**config.mk**
```make
export PLATFORM = sky130hd
export DESIGN_NAME = inst_axi_rbridge
export DESIGN_NICKNAME = d
export VERILOG_FILES = /design/src/rtl/inst_axi_rbridge.sv
export SDC_FILE = /design/constraint.sdc
export NUM_CORES = 1
export LEC_CHECK = 0
export CAP_MARGIN = 25
export CORE_UTILIZATION = 38
export DETAILED_ROUTE_END_ITERATION = 6
export PLACE_DENSITY = 0.85
export REMOVE_ABC_BUFFERS = 1
export SYNTH_ARGS = -nofsm -noshare
export SYNTH_HDL_FRONTEND = slang
export SYNTH_SLANG_ARGS = --single-unit
```
**constraint.sdc**
```tcl
create_clock -name clk -period 5 [get_ports clk]
set_clock_uncertainty 0.05 [all_clocks]
set_input_delay 1 -clock clk [delete_from_list [all_inputs] [get_ports clk]]
set_output_delay 1 -clock clk [all_outputs]
set_load 0.005 [all_outputs]
```
**src/rtl/inst_axi_rbridge.sv**
```systemverilog
// Instruction-fetch bridge: turns IF-stage SRAM-style fetch requests into
// single-beat AXI read transactions, with at most one transfer in flight.
module inst_axi_rbridge #(
  parameter logic [3:0] ARID = 4'h0
) (
  input  logic        clk,
  input  logic        resetn,

  input  logic        inst_sram_req,
  input  logic [3:0]  inst_sram_wen,
  input  logic [31:0] inst_sram_addr,
  input  logic [31:0] inst_sram_wdata,
  output logic        inst_sram_addr_ok,
  output logic        inst_sram_data_ok,
  output logic [31:0] inst_sram_rdata,

  output logic [3:0]  arid,
  output logic [31:0] araddr,
  output logic [7:0]  arlen,
  output logic [2:0]  arsize,
  output logic [1:0]  arburst,
  output logic [1:0]  arlock,
  output logic [3:0]  arcache,
  output logic [2:0]  arprot,
  output logic        arvalid,
  input  logic        arready,

  input  logic [3:0]  rid,
  input  logic [31:0] rdata,
  input  logic [1:0]  rresp,
  input  logic        rlast,
  input  logic        rvalid,
  output logic        rready
);

  typedef enum logic [1:0] {
    S_IDLE = 2'd0,
    S_AR   = 2'd1,
    S_R    = 2'd2
  } state_e;

  state_e      state_q;
  logic [31:0] araddr_q;
  logic [31:0] rdata_q;
  logic        rbeat_match;

  // Write side and response code are deliberately not consumed.
  logic unused_inputs;
  assign unused_inputs = ^{inst_sram_wen, inst_sram_wdata, rresp};

  assign rbeat_match = rvalid && (rid == ARID) && rlast;

  // Handshake outputs are gated with resetn so they stay quiet during reset
  // even before the state register has been cleared.
  assign inst_sram_addr_ok = resetn && inst_sram_req && (state_q == S_IDLE);
  assign arvalid           = resetn && (state_q == S_AR);
  assign rready            = resetn && (state_q == S_R);
  assign inst_sram_data_ok = rready && rbeat_match;
  assign inst_sram_rdata   = inst_sram_data_ok ? rdata : rdata_q;

  assign arid    = ARID;
  assign araddr  = araddr_q;
  assign arlen   = 8'd0;
  assign arsize  = 3'b010;
  assign arburst = 2'b01;
  assign arlock  = 2'b00;
  assign arcache = 4'b0000;
  assign arprot  = 3'b000;

  always_ff @(posedge clk) begin
    if (!resetn) begin
      state_q  <= S_IDLE;
      araddr_q <= 32'h0;
      rdata_q  <= 32'h0;
    end else begin
      case (state_q)
        S_IDLE: begin
          if (inst_sram_req) begin
            araddr_q <= inst_sram_addr;
            state_q  <= S_AR;
          end
        end
        S_AR: begin
          if (arready) begin
            state_q <= S_R;
          end
        end
        S_R: begin
          // Beats for other IDs are accepted and discarded.
          if (rbeat_match) begin
            rdata_q <= rdata;
            state_q <= S_IDLE;
          end
        end
        default: state_q <= S_IDLE;
      endcase
    end
  end

endmodule

```
==> key figures <==
Clocking
  • Post-CTS Setup Inserts: 0
  • TritonCTS clock tree: done
  • TritonCTS buffer count: 9
  • CTS root buffer: clkbuf_8
  • Resized cells post-CTS: 0
  • Num Clock Sinks: 66
  • Clock insertion delay at the later pin of the skew report: 330 ps
  • Htree depth: 3
  • CTS Hold Bufs: 0
  • CTS clk-pin slew, worst paths: 70 ps
  • Clk buf depth: 2

GRT
  • Global-route wire length before repair: 10900 µm
  • Initial antenna violation count: 1
  • GRT overflow: 0
  • Largest net degree at the start of global routing: 74
  • GRT Resource Usage Total: 0.162
  • Vias in the first global route: 2467

Synth
  • Mapped Avg Cell Area: 9.14 µm²
  • Ys async rst share: 0
  • Number of distinct library cells after synthesis: 21
  • Mapped Area: 0.00303 mm²
  • Area share of the largest cell type after synthesis: 0.436
  • Ys flop type: dfxtp_1
  • Number of synthesized flops with an enable pin: 0
  • Count leader, synth: nand2_1
  • Yosys reg bits: 66
  • Main area contributors after synthesis: dfxtp_1, nand2_1, mux2_2, buf_4, a21boi_0
  • Register area share after synthesis: 0.436
  • Ys Warns: 0
  • Cell taking the most area after synthesis: dfxtp_1
  • Synth cell count leaders: nand2_1, dfxtp_1, buf_4
  • Synthesized netlist cell count: 332

Cells and area
  • Final #Nets: 574
  • Final core utilization: 0.594
  • Layout cells sized above 1: 0.126
  • Area Growth Syn to Fin: 51.4%
  • Diodes inserted: 0

Worst setup path
  • CP Launch Point: rid[1]
  • Most frequent CP cell: clkdlybuf4s50_1
  • Crit end category: output pin
  • Data required, critical path: 3950 ps
  • Critical path peak fanout: 58
  • Setup Crit Path Kind: primary input to output pin
  • R2R depth: 3
  • Max incr delay on CP: 580 ps
  • Max stage delay cell, worst path: or4_4
  • R2r startpoint: state_q[0]
  • Critical path's top delay family: buffers and inverters
  • Startpoint types: primary input
  • WP buf/inv: 3
  • R2r endpoint: araddr[4]
  • R2r setup slk: 3430 ps
  • WP data arrival: 3330 ps
  • Critical path, cell by cell: clkdlybuf4s50_1, or4_4, nor3_4, buf_12, mux2_2, clkdlybuf4s50_1

Floorplanning
  • Initial Util: 0.392
  • Core Region: 0.00773 mm²
  • Die area: 0.00834 mm²
  • Row cnt: 32
  • IO Count: 206
  • Die height: 91.3 µm
  • Die W: 91.3 µm

Detailed routing
  • DR DRC count: 0
  • Wire per inst: 12.1 µm
  • DR iter-0 viols: 34
  • Total Wirelength: 6870 µm
  • Vias: 2615
  • Drt first pass iters: 4
  • Detail Route Antenna Nets: 0
  • Vias/cell: 4.60

Pwr
  • LEAKAGE: 0.00172 µW
  • PD cells: 251 mW/mm²
  • Max VDD drop: 0.000144 V

Place
  • Routability Congestion: 0.715
  • Dpl hpwl: 4820 µm
  • Port Buffers: 141
  • Pre-CTS setup slack: 621 ps

Hold path
  • Hold depth: 2
  • Worst min-delay path category: flop to flop
  • Min-delay src: rdata_q[19]
  • Hold EP: rdata_q[19]

STA
  • Final Worst Setup Slack: 623 ps
  • Highest Clock Rate: 0.228 GHz
  • Final clock period utilization by the worst path: 0.875
  • Endpoints failing hold: 0
  • Fin Hold WS: 398 ps
  • Max Slew Vio Count: 0
  • RSZ-0062 raised after global routing: false
  • Tmin final: 4380 ps
  • Setup violators final: 0
  • Worst Tran Pin Value: 640 ps
  • Worst slew margin: 0.573

Flow run
  • Max Cap Viol: 0

Run status
  • Status: completed
[metal layers]
layer	wire, µm	vias up	GRT usage
li1	-	1318	-
met1	2880	1171	0.172
met2	3300	116	0.295
met3	610	8	0.0544
met4	59	2	0.0635
met5	13	-	0
[cell type report]
| class | count | area (µm²) |
|---|---|---|
| Tap cell | 102 | 128 |
| Multi-Input combinational cell | 239 | 1500 |
| Clock buffer | 9 | 124 |
| Timing Repair Buffer | 145 | 1450 |
| Fill cell | 643 | 3140 |
| Sequential cell | 66 | 1320 |
| Inverter | 1 | 3.75 |
| Clock inverter | 7 | 70.1 |
[cells in the final DEF (no fill, tap or decap), drive strengths merged]
cell | Yosys | layout
and2 | 1 | 1
nand3b | 1 | 1
conb | 2 | 26
dfxtp | 66 | 66
nand2 | 105 | 105
nor3 | 2 | 2
a21boi | 32 | 32
clkbuf | 15 | 9
mux2i | 7 | 7
mux2 | 32 | 32
bufinv | 0 | 1
clkinv | 0 | 5
or2 | 1 | 1
buf | 35 | 5
inv | 1 | 1
or3b | 1 | 1
o2bb2ai | 26 | 26
or4 | 1 | 1
clkinvlp | 0 | 1
nor3b | 1 | 1
nor4b | 1 | 1
clkdlybuf4s50 | 0 | 140
nor2 | 2 | 2
[logic make-up (layout without fill, tap and decap cells)]
logic type | after synthesis | in the layout | share of synthesized area
DFF | 66 | 66 | 0.436
AOI/OAI and AO/OA | 58 | 58 | 0.154
muxes | 39 | 39 | 0.142
and+or+nand+nor | 116 | 116 | 0.161
other | 2 | 26 | 0.00248
buffers and inverters | 51 | 162 | 0.105
[where the power goes]
| part | internal [µW] | total, µW | switching, µW |
|---|---|---|---|
| logic | 101 | 164 | 62.9 |
| registers | 546 | 557 | 11.4 |
| clock network | 229 | 431 | 202 |
[worst max-delay path by stage]
stage | to | cells past startpoint
finish | inst_sram_rdata[29] | 6
global route | inst_sram_rdata[0] | 6
CTS | inst_sram_rdata[23] | 6
detailed placement | inst_sram_rdata[18] | 6
global placement | inst_sram_rdata[23] | 6
floorplan | inst_sram_rdata[0] | 3
[per-stage QoR]
stage	total power, µW	std cells	setup TNS (ps)	instance area, µm²
final	1150	569	0	4590
after global routing	1220	569	0	4590
after CTS	1170	569	0	4590
after detailed placement	734	553	0	4400
after global placement	729	553	0	4400
after floorplan	614	306	-5050	2810
[sequential cells by signal, summed over array words and instances, names as in the netlist]
register and flops:
araddr 32, rdata_q 32, state_q 2
[worst register-to-register path: stages (launching register included)]
cell and delay, ps:
dfxtp_1 380, or3b_2 760, nand2_1 170, a21boi_0 90
(Power assumes the default switching activity.)
